$ cat src/rtl/sobel_frame_ctrl_if.sv
// sobel_frame_ctrl_if: pixel stream, pipeline and result stream signals of the Sobel frame sequencer
interface sobel_frame_ctrl_if #(parameter int BITSIZE = 16);
  logic start, in_valid, in_ready, pipe_ce, out_valid, out_sof, out_eol, out_ready, busy, done;
  logic [BITSIZE-1:0] in_data, pipe_sin;
  logic [7:0] pipe_sout, out_data;
  modport master (
    input start, in_valid, in_data, pipe_sout, out_ready,
    output in_ready, pipe_sin, pipe_ce, out_valid, out_data, out_sof, out_eol, busy, done
  );
  modport slave (
    output start, in_valid, in_data, pipe_sout, out_ready,
    input in_ready, pipe_sin, pipe_ce, out_valid, out_data, out_sof, out_eol, busy, done
  );
endinterface

$ cat src/rtl/sobel_frame_ctrl.sv
// sobel_frame_ctrl: frame sequencer gating the Sobel pipeline and realigning its output to pixel coordinates
module sobel_frame_ctrl #(
  parameter int BITSIZE = 16,
  parameter int WIDTH   = 256,
  parameter int HEIGHT  = 256,
  parameter int LAT     = 532
) (
  input logic clk,
  input logic rst,
  sobel_frame_ctrl_if.master io
);
  localparam int CW = $clog2(WIDTH*HEIGHT+LAT+1);
  localparam int XW = $clog2(WIDTH);
  localparam int YW = $clog2(HEIGHT);
  localparam logic [CW-1:0] CE_LAT = CW'(LAT);
  localparam logic [CW-1:0] CE_END = CW'(WIDTH*HEIGHT+LAT);
  localparam logic [XW-1:0] X_END = XW'(WIDTH-1);
  localparam logic [YW-1:0] Y_END = YW'(HEIGHT-1);
  typedef enum logic [1:0] {IDLE, RUN, FLUSH, DONE} state_t;
  state_t state_q, state_d;
  logic [CW-1:0] ce_cnt_q, ce_cnt_d;
  logic [XW-1:0] in_col_q, in_col_d, out_col_q, out_col_d;
  logic [YW-1:0] in_row_q, in_row_d, out_row_q, out_row_d;
  logic out_valid_q, out_valid_d, sof_q, sof_d, eol_q, eol_d;
  logic [7:0] data_q, data_d;
  logic can_out, accept, ce, capture, last_in, border, idle;
  always_comb begin
    idle = state_q == IDLE;
    can_out = !out_valid_q || io.out_ready;
    accept = state_q == RUN && io.in_valid && can_out;
    ce = accept || (state_q == FLUSH && can_out && ce_cnt_q != CE_END);
    // ce_cnt >= LAT means pipe_sout holds the centre magnitude of pixel ce_cnt-LAT
    capture = ce && ce_cnt_q >= CE_LAT;
    last_in = in_col_q == X_END && in_row_q == Y_END;
    border = out_row_q == '0 || out_row_q == Y_END || out_col_q == '0 || out_col_q == X_END;
    state_d = state_q;
    case (state_q)
      IDLE:    state_d = io.start ? RUN : IDLE;
      RUN:     state_d = accept && last_in ? FLUSH : RUN;
      FLUSH:   state_d = ce_cnt_q == CE_END && can_out ? DONE : FLUSH;
      default: state_d = IDLE;
    endcase
    ce_cnt_d = idle ? '0 : ce_cnt_q + CW'(ce);
    in_col_d = idle ? '0 : accept ? (in_col_q == X_END ? '0 : in_col_q + 1'b1) : in_col_q;
    in_row_d = idle ? '0 : accept && in_col_q == X_END ? in_row_q + 1'b1 : in_row_q;
    out_col_d = idle ? '0 : capture ? (out_col_q == X_END ? '0 : out_col_q + 1'b1) : out_col_q;
    out_row_d = idle ? '0 : capture && out_col_q == X_END ? out_row_q + 1'b1 : out_row_q;
    data_d = capture ? (border ? 8'h00 : io.pipe_sout) : data_q;
    sof_d = capture ? out_row_q == '0 && out_col_q == '0 : sof_q;
    eol_d = capture ? out_col_q == X_END : eol_q;
    out_valid_d = capture || (out_valid_q && !io.out_ready);
  end
  always_ff @(posedge clk or negedge rst) begin
    if (!rst) begin
      state_q <= IDLE;
      ce_cnt_q <= '0;
      in_col_q <= '0;
      in_row_q <= '0;
      out_col_q <= '0;
      out_row_q <= '0;
      out_valid_q <= 1'b0;
      sof_q <= 1'b0;
      eol_q <= 1'b0;
      data_q <= '0;
    end else begin
      state_q <= state_d;
      ce_cnt_q <= ce_cnt_d;
      in_col_q <= in_col_d;
      in_row_q <= in_row_d;
      out_col_q <= out_col_d;
      out_row_q <= out_row_d;
      out_valid_q <= out_valid_d;
      sof_q <= sof_d;
      eol_q <= eol_d;
      data_q <= data_d;
    end
  end
  assign io.in_ready = state_q == RUN && can_out;
  assign io.pipe_ce = ce;
  assign io.pipe_sin = state_q == RUN ? io.in_data : '0;
  assign io.out_valid = out_valid_q;
  assign io.out_data = data_q;
  assign io.out_sof = out_valid_q && sof_q;
  assign io.out_eol = out_valid_q && eol_q;
  assign io.busy = state_q == RUN || state_q == FLUSH;
  assign io.done = state_q == DONE;
endmodule

$ cat src/flat_wrapper.sv
// flat-port wrapper written by rule: the top's interface ports become plain ports
module sobel_frame_ctrl_flat 
#(
  parameter int BITSIZE = 16,
  parameter int WIDTH   = 256,
  parameter int HEIGHT  = 256,
  parameter int LAT     = 532
)
  (clk, rst, io_start, io_in_valid, io_in_data, io_pipe_sout, io_out_ready, io_in_ready, io_pipe_sin, io_pipe_ce, io_out_valid, io_out_data, io_out_sof, io_out_eol, io_busy, io_done);
  sobel_frame_ctrl_if #(.BITSIZE(BITSIZE)) io_i ();
  input logic clk;
  input logic rst;
  input wire logic [$bits(io_i.start)-1:0] io_start;
  input wire logic [$bits(io_i.in_valid)-1:0] io_in_valid;
  input wire logic [$bits(io_i.in_data)-1:0] io_in_data;
  input wire logic [$bits(io_i.pipe_sout)-1:0] io_pipe_sout;
  input wire logic [$bits(io_i.out_ready)-1:0] io_out_ready;
  output wire logic [$bits(io_i.in_ready)-1:0] io_in_ready;
  output wire logic [$bits(io_i.pipe_sin)-1:0] io_pipe_sin;
  output wire logic [$bits(io_i.pipe_ce)-1:0] io_pipe_ce;
  output wire logic [$bits(io_i.out_valid)-1:0] io_out_valid;
  output wire logic [$bits(io_i.out_data)-1:0] io_out_data;
  output wire logic [$bits(io_i.out_sof)-1:0] io_out_sof;
  output wire logic [$bits(io_i.out_eol)-1:0] io_out_eol;
  output wire logic [$bits(io_i.busy)-1:0] io_busy;
  output wire logic [$bits(io_i.done)-1:0] io_done;
  assign io_i.start = io_start;
  assign io_i.in_valid = io_in_valid;
  assign io_i.in_data = io_in_data;
  assign io_i.pipe_sout = io_pipe_sout;
  assign io_i.out_ready = io_out_ready;
  assign io_in_ready = io_i.in_ready;
  assign io_pipe_sin = io_i.pipe_sin;
  assign io_pipe_ce = io_i.pipe_ce;
  assign io_out_valid = io_i.out_valid;
  assign io_out_data = io_i.out_data;
  assign io_out_sof = io_i.out_sof;
  assign io_out_eol = io_i.out_eol;
  assign io_busy = io_i.busy;
  assign io_done = io_i.done;
  sobel_frame_ctrl #(.BITSIZE(BITSIZE), .WIDTH(WIDTH), .HEIGHT(HEIGHT), .LAT(LAT)) u_core (.clk(clk), .rst(rst), .io(io_i));
endmodule
$ cat config.mk
export PLATFORM = sky130hd
export DESIGN_NAME = sobel_frame_ctrl_flat
export DESIGN_NICKNAME = d
export VERILOG_FILES = /design/src/rtl/sobel_frame_ctrl_if.sv /design/src/rtl/sobel_frame_ctrl.sv /design/src/flat_wrapper.sv
export SDC_FILE = /design/constraint.sdc
export NUM_CORES = 1
export LEC_CHECK = 0
export BUFFER_PORTS_ARGS = -buffer_cell sky130_fd_sc_hd__buf_4
export CAP_MARGIN = 40
export CORE_ASPECT_RATIO = 1.2
export CORE_MARGIN = 5
export CORE_UTILIZATION = 55
export CTS_CLUSTER_SIZE = 24
export DETAILED_ROUTE_END_ITERATION = 8
export GPL_TIMING_DRIVEN = 0
export PLACE_DENSITY_LB_ADDON = 0.3
export REMOVE_ABC_BUFFERS = 1
export SLEW_MARGIN = 20
export SYNTH_ARGS = -nofsm -noshare
export SYNTH_HDL_FRONTEND = slang
export SYNTH_SLANG_ARGS = --single-unit
$ cat constraint.sdc
create_clock -name clk -period 5.2 [get_ports clk]
set_input_delay 1.04 -clock clk [delete_from_list [all_inputs] [get_ports clk]]
set_output_delay 1.04 -clock clk [all_outputs]
set_load 0.01 [all_outputs]
Word-level counts from Yosys, hierarchy flattened:

Cells that the tools add are included.

* flip-flop bits (word level): 62
* bits in latches: 0
* memory bits (writable): 0
* memory bits (read-only): 0
* input port bits: 29
* output and inout port bits: 31
* logic and storage cells: 73
* memories: 0

* add/subtract/negate cells: 5
* $mul: 0
* divide/modulo/power cells: 0
* magnitude comparators: 1
* eq/ne operators: 9
* shift-type cells: 0
* multiplexer cells: 17
* bitwise logic cells: 0
* reductions and logical operators: 31

Operator list (count)
* 2-to-1 mux 8 bit: 11
* adder 8 x 1 -> 8 bit (second input constant): 4
* == test 8 bit (second input constant): 4
* adder 17 x 1 -> 17 bit: 1
* == test 17 bit (second input constant): 1
* greater-or-equal comparator 17 x 10 -> 1 bit (second input constant): 1
* 2-to-1 mux 17 bit: 1
* != test 17 bit (second input constant): 1
* logical NOT 8 bit: 2
* 2-to-1 mux 16 bit: 1
* logical AND 1 bit: 15
* nonzero test 2 bit: 4
* logical OR 1 bit: 7
* one-hot mux 2 bit (3 select lines): 1
* == test 2 bit (second input constant): 2
* == test 2 x 1 -> 1 bit (second input constant): 1
* logical NOT 1 bit: 2
* logical NOT 2 bit: 1
* 2-to-1 mux 1 bit: 2
* 2-to-1 mux 2 bit: 1

Logic depth before layout (Yosys ltp):

Gate-level depths: netlist of the first run.

* depth in word-level cells: 9
* gate-level depth with buffers: 13
* gate-level depth less buffers: 12

Worst setup path after synthesis of the first run:

Ideal clock, no wire load.

* path type: input-to-reg
* from: input io_out_ready
* to: register u_core.ce_cnt_q[16]
* data arrival time: 3102 ps
* slack: 1966 ps
* stages: 12
* cell sequence: nand2b_1 > nand3_1 > a22o_2 > inv_1 > ha_1 > ha_1 > and4_1 > clkbuf_1 > nand4_1 > nor3_1 > xnor2_1 > nor2_1

* longest elaborated chain between the ends: 6

Ends and longest elaborated chain
* start: declaration: line flat_wrapper.sv:17 `input wire logic [$bits(io_i.out_ready)-1:0] io_out_ready;`
* logical OR 1 bit *: line sobel_frame_ctrl.sv:29 `can_out = !out_valid_q || io.out_ready;`
* logical AND 1 bit (2 in a row): line sobel_frame_ctrl.sv:31 `ce = accept || (state_q == FLUSH && can_out && ce_cnt_q != CE_END);`
* logical OR 1 bit *: line sobel_frame_ctrl.sv:31
* named net io_pipe_ce: line flat_wrapper.sv:20 `output wire logic [$bits(io_i.pipe_ce)-1:0] io_pipe_ce;`
* adder 17 x 1 -> 17 bit *: line sobel_frame_ctrl.sv:43 `ce_cnt_d = idle ? '0 : ce_cnt_q + CW'(ce);`
* 2-to-1 mux 17 bit *: line sobel_frame_ctrl.sv:43
* named net u_core.ce_cnt_d[16]: line sobel_frame_ctrl.sv:21 `logic [CW-1:0] ce_cnt_q, ce_cnt_d;`
* end signal: assignment: line sobel_frame_ctrl.sv:67 `ce_cnt_q <= ce_cnt_d;`
* end: declaration: line sobel_frame_ctrl.sv:21

Mark *: on every way through the listed nets, which the timed path passes. The rest lies on a longest branch.
A chain may end at the register's enable or synchronous reset.

Final worst setup path of the first run:

* from: input io_out_ready
* to: output io_pipe_ce

* longest elaborated chain between the ends: 4

Ends and longest elaborated chain (line)
* logical OR 1 bit *: sobel_frame_ctrl.sv:29
* logical AND 1 bit (2 in a row): sobel_frame_ctrl.sv:31
* logical OR 1 bit *: sobel_frame_ctrl.sv:31
* end: declaration: flat_wrapper.sv:20

Mark *: on every way between the ends. The rest lies on a longest branch, timed or not.

==> results.cfg, run 1 <==
[die]
die_y_um = 96.91
num_rows = 31
io_pins = 60
die_area_um2 = 7988
fp.coreArea_um2 = 6090
fp.dieW_um = 82.43
start_util = 0.5685

[pwr]
powerDensity_nw_per_um2 = 225.1
peakVddDrop_mv = 0.1799
p_total_mw = 0.9399
leakage_nw = 1.850

[route]
avgViaCountPerCell = 5.663
drtIter0Drc = 142
route.detailed.drc = 0
wl_per_cell_um = 14.83
vias = 2945
drt_pass1_iterations = 4
ant_nets = 0
drt-total-wl_mm = 7.712

[finish]
final_core_util = 0.6858
syn_to_final_growth_pct = 20.64
multi_input_area_um2 = 1765
final_nets = 474
fin_cells = 520
antenna_cells = 0
fill_cells = 490
drive_gt1_frac = 0.2123
seq_area_um2 = 1551

[yosys]
yosysTopAreaCell = dfrtp_1
yosysSeqAreaShare = 0.4481
synthTopCellsByArea = dfrtp_1 45%, ha_1 4.3%, nor2_1 3.8%, xor2_1 3.5%, nand2_1 3.5%
synth_edf_count = 0
yosys.area.top_type_share = 0.4481
synthArstFlopShare = 1.000
syn_inst = 375
synth_seq_cells = 62
syn_area_um2 = 3462
syn_avg_cell_area_um2 = 9.232
synth_ff_type = dfrtp_1
yosysWarnings = 0
synth_cell_type_count = 54

[worst_setup_path]
worstPathMaxFanout = 34
crit_chain = buf_4 > nand2b_1 > a311oi_2 > a22o_2 > inv_1 > buf_4
cp_slowest_cell = a22o_2
arrival_ns = 2.82
critPathMaxStageDelay_ns = 0.54
cp_common_cell = buf_4
r2r_setup_slack_ns = 1.53
required_ns = 4.16
crit_type = in -> out
reg2reg_to = u_core.ce_cnt_q[16]$_DFF_PN0_
r2r_cells = 12
r2r_start = u_core.state_q[1]$_DFF_PN0_
endpoint_kind = output port
startpoint_type = input pin

[timing]
slew_headroom = 0.5300
finClkSkew_ns = 0.01161
max_freq_mhz = 258.9
hold_viol_final = 0
finalCriticalPeriod_ns = 3.862
tightest_slew_ns = 0.6996
slew_violations = 0
fin_crit_sh = 0.7427
rsz0062_at_grt = no
setup_violations = 0
fin_setup_tns_ns = 0

[grt]
antenna_found_initial = 0
grt_start_max_net_pins = 63
grt_overflow = 0
grt.total_usage = 0.2058
grt_pass1_vias = 2853
grt_first_pass_wirelength_mm = 12.99

[clocking]
clock-sinks = 62
ctsResizeCount = 0
cts_tree = built
path_clk_slew_ns = 0.08
htree_levels = 3
cts_setup_buffers = 0
cts_made_buffers = 9
clkLatencyLatePin_ns = 0.35
cts_buffer_depth = 2
hold_buffers = 0
cts-root-buf = clkbuf_8

[worst_hold_path]
holdPathStages = 1
hp-start = u_core.eol_q$_DFFE_PN0P_
hold_path.class = reg -> reg
hold_end = u_core.eol_q$_DFFE_PN0P_

[placed_design]
dp_cells = 502
place.gp.congestion = 0.7847
port_buffers = 59
place_hpwl_mm = 5.414

[flow_run]
drv_cap = 0

[run_status]
status = complete, no violations
==> worst max path at each step <==
stage,startpoint,endpoint,cells after the start
CTS,io_out_ready,io_pipe_ce,6
detailed placement,io_out_ready,u_core.ce_cnt_q[16]$_DFF_PN0_,12
global route,io_out_ready,io_pipe_ce,6
finish,io_out_ready,io_pipe_ce,6
global placement,io_out_ready,u_core.ce_cnt_q[16]$_DFF_PN0_,12
floorplan,io_out_ready,u_core.ce_cnt_q[16]$_DFF_PN0_,11
==> cell usage after synthesis (all sizes together), types with 2 or more instances <==
master and instances:
a21oi 14, and2 18, and3 6, and4 4
buf 10, clkbuf 6, dfrtp 62, ha 12
inv 15, mux2 2, nand2 33, nand2b 2
nand3 22, nand4 11, nor2 37, nor2b 6
nor3 11, nor4 7, o21a 2, o21ai 24
o311ai 2, o31ai 8, or2 2, or3 4
or3b 2, or4 11, or4b 2, xnor2 12
xor2 14
==> metrics by stage <==
stage          instance area (µm²)  worst slack, ns  hold slack [ns]
3_3_place_gp                  3916            1.280           0.4793
4_1_cts                       4149            1.349           0.5069
5_1_grt                       4177            1.168           0.5253
2_1_floorplan                 3371            1.843           0.4616
6_report                      4177            1.338           0.4988
3_5_place_dp                  3950            1.299           0.4836
==> registers in the layout, summed over array words and instances (netlist names) <==
register	count
u_core.io.out_data	8
u_core.eol_q	1
u_core.state_q	2
u_core.in_col_q	8
u_core.out_row_q	8
u_core.ce_cnt_q	17
u_core.out_col_q	8
u_core.sof_q	1
u_core.io.out_valid	1
u_core.in_row_q	8
==> layout by cell type, fill, tap and decap left out, types with 12 or more instances in the layout <==
cell     netlist  final
nand2_1       32     32
nor2_1        35     35
buf_4          1     59
inv_1         15     15
o21ai_0       21     21
xor2_1        14     14
nand3_1       22     22
a21oi_1       14     14
and2_1        18     18
xnor2_1       12     12
dfrtp_1       62     62
==> worst max-delay path: cells and delay by family <==
kind                   cells  cell delay [ns]
AOI/OAI and AO/OA          2             0.86
buffers and inverters      3             0.65
and+or+nand+nor            1             0.26
==> routing by layer <==
metal	routed length [µm]	vias to the layer above	part of all wire	track usage
li1	-	1442	-	-
met1	3230	1417	0.42	0.2548
met2	3834	77	0.50	0.3321
met3	547	9	0.071	0.07342
met4	99	0	0.013	0.05882
met5	0	-	0	0
==> cell families (layout without fill, tap and decap cells) <==
family                   after synthesis  in the layout  synth area share
AO/OA/AOI/OAI                         61             61            0.1117
buffers and inverters                 31             94           0.04264
XOR/XNOR                              26             26           0.06578
flip-flops                            62             62            0.4481
adder cells (fa/ha/maj)               12             12           0.04337
multiplexers                           3              3           0.01048
AND/OR/NAND/NOR                      180            180            0.2779
==> power by group <==
group / switching [mW] / internal [mW]
clock: 0.204 / 0.222
combinational: 0.0132 / 0.0162
sequential: 0.00167 / 0.483
total: 0.219 / 0.721
==> cell type report <==
type                    instances  area share
clock inverters                 7     0.01797
clock buffers                   9     0.02966
well taps                      82     0.02457
flip-flops and latches         62      0.3715
multi-input cells             282      0.4227
inverters                      15     0.01348
repair buffers                 63      0.1201
Note: power is estimated with default switching activity, not from simulation.
==> inputs of run 2 (changes only) <==
ABC_AREA = 1   (was default)
CORE_UTILIZATION = 51   (was 55)
clock period = 3.27 ns   (was 5.2 ns; I/O delays follow)
==> results.cfg, run 2 <==
[yosys]
synth.most_common_cell = nand2_1
synth_cell_type_count = 37
yosysWarnings = 0
syn_inst = 492
synthTopCellsByArea = dfrtp_1 42%, nand2_1 13%, inv_1 6.8%, nor2_1 5.9%, nand3_1 5.7%
yosysSeqAreaShare = 0.4215
synth_ff_type = dfrtp_1
synthArstFlopShare = 1.000
synth_commonest_cells = 132 x nand2_1, 67 x inv_1, 62 x dfrtp_1
synth_seq_cells = 62
synth_edf_count = 0
syn_avg_cell_area_um2 = 7.482
yosys.area.top_type_share = 0.4215
syn_area_um2 = 3681
yosysTopAreaCell = dfrtp_1

[finish]
largest_reg_flops = 17
syn_to_final_growth_pct = 18.29
seq_area_um2 = 1551
multi_input_area_um2 = 1778
final_nets = 593
fill_cells = 642
layout_commonest_cell = nand2_1
design_area_um2 = 4354
layout_common_cells = 132 x nand2_1, 67 x inv_1, 62 x dfrtp_1
regMostFlops = u_core.ce_cnt_q
antenna_cells = 0
drive_gt1_frac = 0.1921

[timing]
finClkSkew_ns = 0.01162
fin_crit_sh = 0.8882
hold_slack_ns = 0.1961
rsz0062_at_grt = no
hold_viol_final = 0
setup_violations = 0
finalCriticalPeriod_ns = 2.904
tightest_slew_ns = 0.8860
slew_headroom = 0.4093
slew_violations = 0
fin_setup_tns_ns = 0
max_freq_mhz = 344.3

[pwr]
p_sw_mw = 0.5828
seqPwrFrac = 0.504
peakVddDrop_mv = 0.2609
power.share.clock = 0.319
p_total_mw = 1.870
pwr-share-comb = 0.178
p_int_mw = 1.288
leakage_nw = 2.390
p_sw_frac = 0.3116
powerDensity_nw_per_um2 = 429.6

[die]
fp.dieW_um = 87.56
num_rows = 34
io_pins = 60
die_area_um2 = 9024
die_y_um = 103.1
fp.coreArea_um2 = 7147
start_util = 0.5151

[clocking]
cts_tree = built
htree_levels = 3
path_clk_slew_ns = 0.07
clock-sinks = 62
cts_setup_buffers = 0
cts-root-buf = clkbuf_8
cts_buffer_depth = 2
clkLatencyLatePin_ns = 0.35
hold_buffers = 0
cts_made_buffers = 9

[worst_setup_path]
required_ns = 3.51
arrival_ns = 3.14
endpoint_kind = flop
reg2reg_to = u_core.ce_cnt_q[12]$_DFF_PN0_
crit_chain = inv_1 > ha_2 > inv_2 > nor2_4 > nand2_4 > nand2_2 > ha_1 > ha_1 > nand3_1 > nor2_1 > nand2_1 > nor3_2 > nand3_1 > o21ai_0 > nor2_1
startpoint_type = flop
r2r_start = u_core.state_q[1]$_DFF_PN0_
crit_type = reg -> reg
r2r_setup_slack_ns = 0.37
worstPathMaxFanout = 18
cp_slowest_cell = dfrtp_1
critPathMaxStageDelay_ns = 0.42
r2r_cells = 15

[flow_run]
drv_cap = 0

[grt]
grt.total_usage = 0.1863
grt_overflow = 0
grt_start_max_net_pins = 63
grt_first_pass_wirelength_mm = 13.47
antenna_found_initial = 0
grt_pass1_vias = 3210

[worst_hold_path]
hold_path.class = in -> async

[placed_design]
place.gp.congestion = 0.8793
placed_area_um2 = 4163
port_buffers = 59
place_hpwl_mm = 5.565

[route]
route.detailed.drc = 0
drt_pass1_iterations = 5
ant_nets = 0
drtIter0Drc = 135
vias = 3272
avgViaCountPerCell = 5.057
drt-total-wl_mm = 7.935
wl_per_cell_um = 12.26

[run_status]
status = complete, no violations
run 2: through the flow:
stage               setup WS, ns    util  std cells
finish                    0.3657  0.6092        647
global route             0.06850  0.6092        647
CTS                       0.1289  0.6059        646
detailed placement        0.1564  0.5825        630
global placement         -0.4309  0.5823        630
floorplan                 0.6160       -        481
run 2: metal layers:
layer,part of all wire,vias to the layer above,GRT usage,wire [µm]
met3,0.061,11,0.04876,484
met4,0.017,0,0.08028,133
li1,-,1672,-,-
met1,0.42,1518,0.2099,3332
met2,0.50,71,0.3300,3985
met5,0,-,0,0
run 2: worst max-delay path, delay by kind of cell (launching register included):
kind | cells | cell delay, ns
AO/OA/AOI/OAI | 1 | 0.17
adder cells (fa/ha/maj) | 3 | 0.83
buffers and inverters | 2 | 0.18
flip-flops | 1 | 0.42
AND/OR/NAND/NOR | 9 | 1.19
run 2: power by group through the flow:
stage                     Combinational (mW)  Sequential (mW)  Clock [mW]
after floorplan                        0.239            0.936           0
after global placement                 0.322            0.952           0
after detailed placement               0.330            0.955           0
after CTS                              0.333            0.942       0.613
after global routing                   0.383            0.955       0.642
final                                  0.332            0.942       0.596
run 2: kinds of logic (layout without fill, tap and decap cells):
family	Yosys count	after routing	synth area share
AO/OA/AOI/OAI	39	39	0.05812
adder cells (fa/ha/maj)	12	12	0.04079
buffers and inverters	85	150	0.09619
AND/OR/NAND/NOR	281	281	0.3525
flip-flops	62	62	0.4215
XOR/XNOR	13	13	0.03093
run 2: what timing repair did:
item / CTS / global route
hold endpoints to repair: 0 / 0
resized for setup: 0 / 2
endpoints found under the setup margin: 0 / 8
run 2: how the worst max path moves through the flow:
stage	startpoint	to	slack, ns	cells past startpoint
2_1_floorplan	u_core.state_q[1]$_DFF_PN0_	u_core.ce_cnt_q[12]$_DFF_PN0_	0.62	15
3_5_place_dp	u_core.state_q[1]$_DFF_PN0_	u_core.ce_cnt_q[12]$_DFF_PN0_	0.16	15
6_report	u_core.state_q[1]$_DFF_PN0_	u_core.ce_cnt_q[12]$_DFF_PN0_	0.37	15
3_3_place_gp	u_core.state_q[0]$_DFF_PN0_	u_core.in_row_q[3]$_DFFE_PN0P_	-0.43	7
4_1_cts	u_core.state_q[1]$_DFF_PN0_	u_core.ce_cnt_q[12]$_DFF_PN0_	0.13	15
5_1_grt	u_core.state_q[1]$_DFF_PN0_	u_core.ce_cnt_q[12]$_DFF_PN0_	0.07	15
run 2: final cells by class:
cell class              instances  share of cell area
well taps                      90             0.02586
flip-flops and latches         62              0.3563
multi-input cells             345              0.4083
inverters                      74             0.06466
repair buffers                 60              0.1063
clock inverters                 4            0.005172
clock buffers                  12             0.03333
